===== src/rtl/seg7_scan_if.sv =====
// Bundle of the scan driver's strobe, data-capture and display signals.
// The bench drives it through the master modport; the driver uses the slave modport.
interface seg7_scan_if;
  logic        div_clk;
  logic [31:0] data;
  logic [7:0]  dp_mask;
  logic        data_valid;
  logic [7:0]  an;
  logic [6:0]  seg;
  logic        dp;
  logic        frame_done;

  modport master (
    output div_clk, data, dp_mask, data_valid,
    input  an, seg, dp, frame_done
  );

  modport slave (
    input  div_clk, data, dp_mask, data_valid,
    output an, seg, dp, frame_done
  );
endinterface


===== src/rtl/seg7_scan.sv =====
// Multiplexed common-anode 7-segment scanner, one digit per divider rising edge.
// Define SEG7_LEAD_BLANK_EN to blank leading zero digits (digit 0 is never blanked).
module seg7_scan #(
  parameter int DIGITS = 8
) (
  input  logic CLK,
  input  logic rst_n,
  seg7_scan_if.slave bus
);

  localparam logic [2:0] LAST = 3'(DIGITS - 1);

  logic        r_divQ;
  logic [2:0]  r_idx;
  logic        r_active;
  logic        r_frameDone;
  logic [31:0] r_shadow;
  logic [7:0]  r_dpShadow;
  logic [31:0] r_pending;
  logic [7:0]  r_pendDp;
  logic        r_pendFlag;
  logic [7:0]  r_an;
  logic [6:0]  r_seg;
  logic        r_dp;

  logic        w_rise;
  logic        w_wrap;
  logic [3:0]  w_nibble;
  logic [6:0]  w_glyph;
  logic [6:0]  w_segNext;

  assign w_rise = bus.div_clk & ~r_divQ;
  assign w_wrap = w_rise && (r_idx == LAST);

  always_ff @(posedge CLK or negedge rst_n) begin
    if (!rst_n) begin
      r_divQ      <= 1'b0;
      r_idx       <= LAST;
      r_active    <= 1'b0;
      r_frameDone <= 1'b0;
    end else begin
      r_divQ      <= bus.div_clk;
      r_frameDone <= w_wrap;
      if (w_rise) begin
        r_idx    <= (r_idx == LAST) ? 3'd0 : r_idx + 3'd1;
        r_active <= 1'b1;
      end
    end
  end

  // Shadow only moves at a wrap so a frame never mixes old and new digits;
  // a capture on the wrap edge itself bypasses and retires the pending copy.
  always_ff @(posedge CLK or negedge rst_n) begin
    if (!rst_n) begin
      r_shadow   <= '0;
      r_dpShadow <= '0;
      r_pending  <= '0;
      r_pendDp   <= '0;
      r_pendFlag <= 1'b0;
    end else begin
      if (bus.data_valid) begin
        r_pending <= bus.data;
        r_pendDp  <= bus.dp_mask;
      end
      if (w_wrap && bus.data_valid) begin
        r_shadow   <= bus.data;
        r_dpShadow <= bus.dp_mask;
        r_pendFlag <= 1'b0;
      end else if (w_wrap && r_pendFlag) begin
        r_shadow   <= r_pending;
        r_dpShadow <= r_pendDp;
        r_pendFlag <= 1'b0;
      end else if (bus.data_valid) begin
        r_pendFlag <= 1'b1;
      end
    end
  end

  assign w_nibble = r_shadow[{r_idx, 2'b00} +: 4];

  always_comb begin
    w_glyph = 7'h7F;
    case (w_nibble)
      4'h0: w_glyph = 7'h40;
      4'h1: w_glyph = 7'h79;
      4'h2: w_glyph = 7'h24;
      4'h3: w_glyph = 7'h30;
      4'h4: w_glyph = 7'h19;
      4'h5: w_glyph = 7'h12;
      4'h6: w_glyph = 7'h02;
      4'h7: w_glyph = 7'h78;
      4'h8: w_glyph = 7'h00;
      4'h9: w_glyph = 7'h10;
      4'hA: w_glyph = 7'h08;
      4'hB: w_glyph = 7'h03;
      4'hC: w_glyph = 7'h46;
      4'hD: w_glyph = 7'h21;
      4'hE: w_glyph = 7'h06;
      4'hF: w_glyph = 7'h0E;
      default: w_glyph = 7'h7F;
    endcase
  end

`ifdef SEG7_LEAD_BLANK_EN
  logic [7:0] w_blank;
  logic       w_allZero;

  // Walk down from the top scanned digit; a digit blanks while everything above it is zero.
  always_comb begin
    w_allZero = 1'b1;
    w_blank   = '0;
    for (int i = 7; i >= 1; i--) begin
      if (i < DIGITS) begin
        w_allZero = w_allZero & (r_shadow[4*i +: 4] == 4'h0);
      end
      w_blank[i] = w_allZero;
    end
  end

  assign w_segNext = w_blank[r_idx] ? 7'h7F : w_glyph;
`else
  assign w_segNext = w_glyph;
`endif

  always_ff @(posedge CLK or negedge rst_n) begin
    if (!rst_n) begin
      r_an  <= 8'hFF;
      r_seg <= 7'h7F;
      r_dp  <= 1'b1;
    end else if (!r_active) begin
      r_an  <= 8'hFF;
      r_seg <= 7'h7F;
      r_dp  <= 1'b1;
    end else begin
      r_an  <= ~(8'b1 << r_idx);
      r_seg <= w_segNext;
      r_dp  <= ~r_dpShadow[r_idx];
    end
  end

  assign bus.an         = r_an;
  assign bus.seg        = r_seg;
  assign bus.dp         = r_dp;
  assign bus.frame_done = r_frameDone;

endmodule


===== src/flat_wrapper.sv =====
// flat-port wrapper written by rule: the top's interface ports become plain ports
module seg7_scan_flat 
#(
  parameter int DIGITS = 8
)
  (CLK, rst_n, bus_div_clk, bus_data, bus_dp_mask, bus_data_valid, bus_an, bus_seg, bus_dp, bus_frame_done);
  seg7_scan_if bus_i ();
  input  logic CLK;
  input  logic rst_n;
  input wire logic [$bits(bus_i.div_clk)-1:0] bus_div_clk;
  input wire logic [$bits(bus_i.data)-1:0] bus_data;
  input wire logic [$bits(bus_i.dp_mask)-1:0] bus_dp_mask;
  input wire logic [$bits(bus_i.data_valid)-1:0] bus_data_valid;
  output wire logic [$bits(bus_i.an)-1:0] bus_an;
  output wire logic [$bits(bus_i.seg)-1:0] bus_seg;
  output wire logic [$bits(bus_i.dp)-1:0] bus_dp;
  output wire logic [$bits(bus_i.frame_done)-1:0] bus_frame_done;
  assign bus_i.div_clk = bus_div_clk;
  assign bus_i.data = bus_data;
  assign bus_i.dp_mask = bus_dp_mask;
  assign bus_i.data_valid = bus_data_valid;
  assign bus_an = bus_i.an;
  assign bus_seg = bus_i.seg;
  assign bus_dp = bus_i.dp;
  assign bus_frame_done = bus_i.frame_done;
  seg7_scan #(.DIGITS(DIGITS)) u_core (.CLK(CLK), .rst_n(rst_n), .bus(bus_i));
endmodule

===== config.mk =====
export PLATFORM = sky130hd
export DESIGN_NAME = seg7_scan_flat
export DESIGN_NICKNAME = d
export VERILOG_FILES = /design/src/rtl/seg7_scan_if.sv /design/src/rtl/seg7_scan.sv /design/src/flat_wrapper.sv
export SDC_FILE = /design/constraint.sdc
export NUM_CORES = 1
export LEC_CHECK = 0
export CORE_UTILIZATION = 55
export CTS_CLUSTER_DIAMETER = 40
export DETAILED_ROUTE_END_ITERATION = 10
export GPL_TIMING_DRIVEN = 1
export PLACE_DENSITY = 0.81
export SLEW_MARGIN = 20
export SYNTH_ARGS = -nofsm -noshare
export SYNTH_HDL_FRONTEND = slang
export SYNTH_SLANG_ARGS = --single-unit

===== constraint.sdc =====
create_clock -name CLK -period 3.4 [get_ports CLK]
set_input_delay 1.02 -clock CLK [delete_from_list [all_inputs] [get_ports CLK]]
set_output_delay 1.02 -clock CLK [all_outputs]
set_load 0.01 [all_outputs]

==> impl_metrics.json, run 1 <==
{
  "cts-root-buf": "clkbuf_8",
  "min_path_cells": 1,
  "drive_gt1_share_pct": 23.8,
  "slew_violations": 0,
  "r2r_start": "u_core.r_idx[0]",
  "drtAntennaViolNets": 0,
  "hold_viol": 0,
  "drc_errors": 0,
  "clkLatencyLatePin_ns": 0.35,
  "power_leakage_nw": 2.58,
  "p_sw_w": 0.00138,
  "reg2reg_slack_ns": 0.67,
  "dieWidth_um": 93.6,
  "grt_pass1_vias": 2877,
  "status": "finished clean",
  "pwr-share-clk_pct": 20.2,
  "syn-cell-area_um2": 4610,
  "syn_inst": 351,
  "synth_ff_type": "dfrtp_1",
  "rsz0062_at_grt": "no",
  "instances_no_fill": 517,
  "rows": 33,
  "synth_fp_nets": 407,
  "reg2reg_depth": 6,
  "tightest_slew_ns": 0.725,
  "fin_tns_setup_ns": 0,
  "end_kind": "flop",
  "vias": 2836,
  "post-route-min-period_ns": 2.73,
  "switching_share_pct": 31.8,
  "setup_viol": 0,
  "relSlewSlack_pct": 51.7,
  "ys_seq_area_share_pct": 56.4,
  "cts_tree": "built",
  "synth_top_area_cell": "dfrtp_1",
  "die_area_um2": 8760,
  "critPathArrivalTime_ns": 3.02,
  "setup_ws_ns": 0.668,
  "start_util_pct": 56.4,
  "clockBufferDepth": 2,
  "htreeDepth": 3,
  "io_buffers": 60,
  "cts_resized": 0,
  "fillers": 603,
  "path_class": "flop to flop",
  "layout.nets": 463,
  "grt_max_degree": 59,
  "wl_per_cell_um": 15.6,
  "dp_hpwl_um": 5480,
  "io_pins": 61,
  "fmax_mhz": 366,
  "place.gp.congestion": 0.853,
  "drt-initial-drc-count": 98,
  "combPwrFrac_pct": 36.2,
  "dr.pass1.iters": 4,
  "hold_start": "u_core.r_pending[5]",
  "pwr_density_cell_nw_per_um2": 783,
  "min-delay-path-class": "flop to flop",
  "cts_setup_buffers": 0,
  "ys_types": 34,
  "core_um2": 8180,
  "yosys_warnings": 0,
  "reg2reg_to": "u_core.bus.seg[0]",
  "maxCapViolCount": 0,
  "netlist_top_cells_area": "dfrtp_1 (46%), dfstp_2 (11%), mux2_2 (11%), mux2i_1 (7.6%), ha_1 (3.3%)",
  "placed_cells": 501,
  "skew_ns": 0.00831,
  "seqPwrFrac_pct": 43.6,
  "synth_top_area_share_pct": 45.6,
  "min_to": "u_core.r_pending[5]",
  "numCtsBuffers": 9,
  "die_y_um": 93.6,
  "cts.sinks": 103,
  "pre_cts_ws_ns": 0.352,
  "syn2layout_area_growth_pct": 19.9,
  "synth_seq_cells": 103,
  "grtUsageTotal_pct": 20.4,
  "synth_commonest_cells": "dfrtp_1 (84), mux2_2 (44), mux2i_1 (35)",
  "antenna-diode-count": 0,
  "synth_area_per_cell_um2": 13.1,
  "grt.overflow.total": 0,
  "cts_hold_buf": 0,
  "worstPathRequired_ns": 3.69,
  "whs_ns": 0.494,
  "avgViaCountPerCell": 5.49,
  "ir_worst_vdd_uv": 373,
  "yosysMostFrequentCell": "dfrtp_1",
  "p_int_w": 0.00295,
  "startpoint": "u_core.r_idx[0]",
  "cp-start-kind": "flop",
  "synth_edf_count": 0,
  "antenna_found_initial": 0,
  "period_share_pct": 80.3,
  "grt_pass1_wl_um": 13700,
  "path_clk_slew_ns": 0.09,
  "critPathMaxFanout": 16,
  "finalWirelength_um": 8060,
  "async_reset_ff_share_pct": 100
}
-- per-layer routing --
layer  vias to the layer above  track usage, %  part of all wire (%)
li1                       1342               -                     -
met1                      1416            26.4                    44
met2                        66            34.6                    50
met3                        12            3.17                   3.8
met4                         0            8.33                   1.7
met5                         -               0                     0
-- worst max path at each step --
stage	endpoint
detailed placement	u_core.r_shadow[16]
CTS	u_core.bus.seg[0]
floorplan	u_core.bus.seg[0]
global route	u_core.bus.seg[0]
global placement	u_core.r_shadow[28]
finish	u_core.bus.seg[0]
-- flip-flops by register name, indices dropped and copies added, names as in the netlist --
signal                 count
u_core.r_pending          32
u_core.bus.dp              1
u_core.bus.frame_done      1
u_core.r_dpShadow          8
u_core.r_shadow           32
u_core.r_pendDp            8
u_core.r_idx               3
u_core.bus.an              8
u_core.r_active            1
u_core.r_divQ              1
u_core.bus.seg             7
u_core.r_pendFlag          1
-- placed cells by master (no fill, tap or decap), drive strengths merged, types with 3 or more instances in the layout --
| cell | count |
|---|---|
| inv | 11 |
| a21oi | 27 |
| o221ai | 3 |
| buf | 7 |
| mux2 | 56 |
| mux4 | 8 |
| mux2i | 37 |
| clkdlybuf4s50 | 58 |
| clkinv | 3 |
| nand2 | 19 |
| clkbuf | 12 |
| ha | 12 |
| nand3 | 7 |
| o21ai | 4 |
| nor2 | 32 |
| dfstp | 19 |
| dfrtp | 84 |
-- power groups by stage --
stage | Clock, W | Combinational, W | Sequential [W]
floorplan | 0 | 0.00115 | 0.00185
global placement | 0 | 0.00149 | 0.00190
detailed placement | 0 | 0.00156 | 0.00191
CTS | 0.000895 | 0.00158 | 0.00190
global route | 0.000940 | 0.00173 | 0.00194
finish | 0.000875 | 0.00157 | 0.00189
-- cell families after synthesis --
| kind of cell | count (synthesis) | share of synthesized area (%) |
|---|---|---|
| simple gates | 64 | 5.89 |
| mux | 101 | 26.3 |
| flops | 103 | 56.4 |
| fa+ha+maj | 12 | 3.25 |
| buf+inv | 31 | 3.20 |
| compound gates | 40 | 4.96 |
-- stage by stage --
step / utilization, % / instance area (µm²) / total power [W]
detailed placement: 64.7 / 5290 / 0.00347
CTS: 67.7 / 5530 / 0.00437
floorplan: - / 4610 / 0.00300
global route: 67.7 / 5530 / 0.00461
global placement: 64.7 / 5290 / 0.00339
finish: 67.7 / 5530 / 0.00433
-- layout make-up --
type                       count  area (µm²)  area share [%]
sequential                   103        2600            47.0
multi-input combinational    217        1870            33.8
timing repair buffer          65         643            11.6
clock buffer                  12         199            3.60
tap                          105         131            2.37
clock inverter                 4        45.0           0.814
inverter                      11        41.3           0.746
-- critical path: stages, from the launching register on --
cell     delay (ns)
dfstp_2        0.83
mux4_1         0.68
mux2i_4        0.27
inv_1          0.12
ha_1           0.24
mux2_1         0.30
o22a_1         0.21
Power figures use the tool's default switching activity.
==> inputs of run 2 (changes only) <==
==> constraint.sdc (replaced) <==
create_clock -name CLK -period 2.6 [get_ports CLK]
set_input_delay 0.78 -clock CLK [delete_from_list [all_inputs] [get_ports CLK]]
set_output_delay 0.78 -clock CLK [all_outputs]
set_load 0.01 [all_outputs]
==> run 2 against run 1 <==
Effect of this change:
- via count decreased by 0.35%
- core utilization increased by 0.64 points
- clock power increased by 25%
- total power increased by 31%
- clock skew decreased by 0.0016 ns
- fmax increased by 11%
- cell count increased by 1.4%
- setup slack got worse by 0.54 ns
- count of clock-buffer cells in the layout decreased by 3
- first-iteration DRC count decreased by 12%
- non-clock buffer count increased by 7
- combinational power increased by 36%
==> impl_metrics.json, run 2 (synthesis results as in run 1) <==
{
  "status": "finished clean",
  "finalWirelength_um": 8200,
  "slew_violations": 0,
  "power_leakage_nw": 2.60,
  "grt_pass1_wl_um": 13800,
  "reg2reg_slack_ns": 0.13,
  "grt_max_degree": 47,
  "rows": 33,
  "drc_errors": 0,
  "cts.sinks": 103,
  "cpPeakStageDelay_ns": 0.73,
  "ir_worst_vdd_uv": 470,
  "post-route-min-period_ns": 2.47,
  "cp-start-kind": "flop",
  "fmax_mhz": 405,
  "critPathMaxFanout": 10,
  "period_share_pct": 95.0,
  "layout_commonest_cell": "dfrtp_1",
  "end_kind": "flop",
  "htreeDepth": 3,
  "cts-root-buf": "clkbuf_8",
  "vias": 2826,
  "drive_gt1_share_pct": 25.1,
  "cts_hold_buf": 0,
  "dp_hpwl_um": 5880,
  "path_cells": "mux4_1 > mux2i_4 > inv_1 > ha_1 > mux2_1 > o22a_1",
  "min-delay-path-class": "primary input to async pin",
  "avgViaCountPerCell": 5.39,
  "final_util_pct": 68.3,
  "dieWidth_um": 93.6,
  "startpoint": "u_core.r_idx[0]",
  "whs_ns": 0.358,
  "syn2layout_area_growth_pct": 21.1,
  "setup_viol": 0,
  "start_util_pct": 56.4,
  "cts_tree": "built",
  "grt.overflow.total": 0,
  "reg2reg_to": "u_core.bus.seg[0]",
  "grtUsageTotal_pct": 20.8,
  "reg2reg_depth": 6,
  "path_clk_slew_ns": 0.10,
  "drt-initial-drc-count": 86,
  "rsz0062_at_grt": "no",
  "fin_tns_setup_ns": 0,
  "numCtsBuffers": 9,
  "pwr_density_cell_nw_per_um2": 1020,
  "die_y_um": 93.6,
  "critPathBufInv": 1,
  "power_w": 0.00569,
  "antenna-diode-count": 0,
  "final_cell_mix": "dfrtp_1 (84), clkdlybuf4s50_1 (58), mux2_2 (44)",
  "r2r_start": "u_core.r_idx[0]",
  "dr.pass1.iters": 4,
  "grt_pass1_vias": 2942,
  "tightest_slew_ns": 0.460,
  "maxCapViolCount": 0,
  "drtAntennaViolNets": 0,
  "clkLatencyLatePin_ns": 0.36,
  "io_buffers": 60,
  "antenna_found_initial": 0,
  "hold_viol": 0,
  "core_um2": 8180,
  "fillers": 629,
  "skew_ns": 0.00667,
  "cp_top_family": "multiplexers",
  "die_area_um2": 8760,
  "cp_slowest_cell": "dfstp_2",
  "path_class": "flop to flop",
  "cts_resized": 0,
  "io_pins": 61,
  "layout.nets": 470,
  "place.gp.congestion": 0.902,
  "wl_per_cell_um": 15.6,
  "worstPathRequired_ns": 2.89,
  "critPathArrivalTime_ns": 2.77,
  "cts_setup_buffers": 0,
  "relSlewSlack_pct": 69.3,
  "clockBufferDepth": 2,
  "top_regs": "u_core.r_pending (32), u_core.r_shadow (32)"
}
==> run 2: power by group <==
group / switching [W] / total [W] / internal, W
Clock: 0.000547 / 0.00109 / 0.000546
Combinational: 0.00101 / 0.00214 / 0.00112
Sequential: 0.000288 / 0.00246 / 0.00217
Total: 0.00185 / 0.00569 / 0.00384
==> run 2: metal layers <==
layer / vias to the layer above / GRT usage (%) / part of all wire (%)
met5: - / 0 / 0
met4: 0 / 5.90 / 0.79
met3: 7 / 3.98 / 4.0
met2: 58 / 35.9 / 52
met1: 1412 / 26.9 / 43
li1: 1349 / - / -
==> run 2: metrics by stage <==
step	worst slack, ns	instance area (µm²)	cells
after floorplan	0.194	4610	351
after global placement	0.0431	5370	508
after detailed placement	0.00741	5370	508
after CTS	0.113	5590	524
after global routing	0.0444	5590	524
final	0.129	5590	524
==> run 2: final cells by class <==
| type | count | area (µm²) | area share [%] |
|---|---|---|---|
| Clock buffer | 9 | 124 | 2.22 |
| Clock inverter | 7 | 95.1 | 1.70 |
| Inverter | 11 | 41.3 | 0.739 |
| Multi-Input combinational cell | 217 | 1870 | 33.5 |
| Sequential cell | 103 | 2600 | 46.6 |
| Tap cell | 105 | 131 | 2.35 |
| Timing Repair Buffer | 72 | 721 | 12.9 |
==> run 2: how the worst max path moves through the flow <==
stage	cells past startpoint	end	slack (ns)
2_1_floorplan	8	u_core.bus.seg[0]	0.19
3_3_place_gp	6	u_core.r_shadow[13]	0.04
3_5_place_dp	6	u_core.r_shadow[10]	0.007
4_1_cts	6	u_core.bus.seg[0]	0.11
5_1_grt	6	u_core.bus.seg[0]	0.04
6_report	6	u_core.bus.seg[0]	0.13
==> inputs of run 3 (changes only) <==
--- a/config.mk
+++ b/config.mk
@@ -5,6 +5,7 @@
 export SDC_FILE = /design/constraint.sdc
 export NUM_CORES = 1
 export LEC_CHECK = 0
+export CORE_ASPECT_RATIO = 0.8
 export CORE_UTILIZATION = 55
 export CTS_CLUSTER_DIAMETER = 40
 export DETAILED_ROUTE_END_ITERATION = 10
==> run 3 against run 2 <==
Effect of this change:
- fmax down 0.58%
- via count down 1.4%
- combinational power down 2%
- final area down 0.63%
- global-route usage down 0.99 points
- register-to-register slack about the same
- critical path type unchanged
- critical endpoint unchanged
- largest power group unchanged
==> impl_metrics.json, run 3 (synthesis results as in run 1) <==
{
  "status": "finished clean",
  "clkLatencyLatePin_ns": 0.36,
  "start_util_pct": 57.5,
  "wl_per_cell_um": 15.0,
  "cts_resized": 0,
  "core_um2": 8020,
  "io_buffers": 60,
  "final_util_pct": 69.2,
  "die_area_um2": 8760,
  "p_int_w": 0.00367,
  "switching_share_pct": 32.7,
  "dp_hpwl_um": 5670,
  "grtUsageTotal_pct": 19.8,
  "maxCapViolCount": 0,
  "path_class": "flop to flop",
  "path_clk_slew_ns": 0.09,
  "drc_errors": 0,
  "dpl-instance-area_um2": 5380,
  "finalWirelength_um": 7910,
  "fmax_mhz": 402,
  "grt_pass1_wl_um": 13500,
  "period_share_pct": 95.6,
  "relSlewSlack_pct": 67.9,
  "avgViaCountPerCell": 5.30,
  "cpPeakStageDelay_ns": 0.76,
  "antenna_found_initial": 0,
  "ir_worst_vdd_uv": 503,
  "slew_violations": 0,
  "instances_no_fill": 526,
  "design_area_um2": 5550,
  "cts_setup_buffers": 0,
  "power_w": 0.00545,
  "worstPathRequired_ns": 2.88,
  "power_leakage_nw": 2.58,
  "pwr_density_cell_nw_per_um2": 982,
  "antenna-diode-count": 0,
  "placed_cells": 510,
  "pwr-share-clk_pct": 16.3,
  "cp-start-kind": "flop",
  "grt.met1_usage_pct": 27.4,
  "drive_gt1_share_pct": 24.4,
  "critPathArrivalTime_ns": 2.76,
  "busiest_layer": "met2",
  "p_sw_w": 0.00178,
  "cts.sinks": 103,
  "io_pins": 61,
  "drt-initial-drc-count": 83,
  "cts-root-buf": "clkbuf_8",
  "die_y_um": 83.9,
  "layout.nets": 469,
  "grt_pass1_vias": 2811,
  "htreeDepth": 3,
  "post-route-min-period_ns": 2.49,
  "dr.pass1.iters": 4,
  "setup_viol": 0,
  "skew_ns": 0.0111,
  "numCtsBuffers": 9,
  "cts_tree": "built",
  "rows": 29,
  "cts_hold_buf": 0,
  "cp_slowest_cell": "dfstp_2",
  "syn2layout_area_growth_pct": 20.3,
  "vias": 2786,
  "met2_usage_pct": 31.2,
  "top_regs": "u_core.r_pending (32), u_core.r_shadow (32)",
  "place.gp.congestion": 0.857,
  "combPwrFrac_pct": 38.5,
  "fin_tns_setup_ns": 0,
  "layout_commonest_cell": "dfrtp_1",
  "path_cells": "mux4_1 > mux2i_4 > inv_1 > ha_1 > mux2_1 > o22a_1",
  "clockBufferDepth": 2,
  "end_kind": "flop",
  "grt_max_degree": 49,
  "met3_usage_pct": 4.53,
  "seqPwrFrac_pct": 45.2,
  "tightest_slew_ns": 0.482,
  "final_cell_mix": "dfrtp_1 (84), clkdlybuf4s50_1 (58), mux2_2 (44)",
  "grt.overflow.total": 0,
  "hold_viol": 0,
  "min-delay-path-class": "primary input to async pin",
  "drtAntennaViolNets": 0,
  "critPathMaxFanout": 12,
  "rsz0062_at_grt": "no",
  "dieWidth_um": 104
}
[run 3: cell count changes in the layout (fill, tap and decap cells not counted), moves of 2 or more]
cell and change:
buf_4 -2, clkinv_4 +2, inv_6 -2, bufinv_16 -2
[run 3: path summary, 6_finish.rpt]
check | startpoint | endpoint | slack [ns] | depth (start not counted)
hold reg to reg | u_core.r_pending[13] | u_core.r_pending[13] | 0.49 | 1
setup / recovery | u_core.r_idx[0] | u_core.bus.seg[0] | 0.11 | 6
min in group CLK | u_core.r_pending[13] | u_core.r_pending[13] | 0.49 | 1
setup reg to reg | u_core.r_idx[0] | u_core.bus.seg[0] | 0.11 | 6
max in group asynchronous | rst_n | u_core.r_shadow[3] | 1.53 | 2
hold / removal | rst_n | u_core.r_shadow[20] | 0.39 | 1
[run 3: power by group through the flow]
stage,Sequential [W],Clock (W),Combinational (W)
6_report,0.00246,0.000890,0.00210
5_1_grt,0.00253,0.000976,0.00230
4_1_cts,0.00247,0.000912,0.00210
3_5_place_dp,0.00250,0,0.00209
3_3_place_gp,0.00248,0,0.00202
2_1_floorplan,0.00241,0,0.00151
[run 3: per-layer routing]
layer  share of wire [%]  vias to the layer above  routed length [µm]
met1                  48                     1361                3780
met5                   0                        -                   0
met3                 3.6                        8                 288
met4                 1.2                        0                  98
li1                    -                     1340                   -
met2                  47                       77                3740
[run 3: final cells by class]
type / instances / area, µm²
flip-flops and latches: 103 / 2600
fillers: 592 / 2470
multi-input cells: 217 / 1870
repair buffers: 71 / 726
clock buffers: 11 / 141
well taps: 108 / 135
inverters: 11 / 41.3
clock inverters: 5 / 33.8
[run 3: worst max-delay path: cells and delay by family (launching register included)]
| family | cells | cell delay, ns |
|---|---|---|
| mux | 3 | 1.13 |
| flops | 1 | 0.76 |
| fa+ha+maj | 1 | 0.23 |
| compound gates | 1 | 0.21 |
| buf+inv | 1 | 0.08 |
[run 3: through the flow]
stage | setup slack, ns | hold WS (ns)
floorplan | 0.194 | 0.449
global placement | 0.0903 | 0.468
detailed placement | 0.0243 | 0.476
CTS | 0.118 | 0.379
global route | 0.00436 | 0.398
finish | 0.115 | 0.385
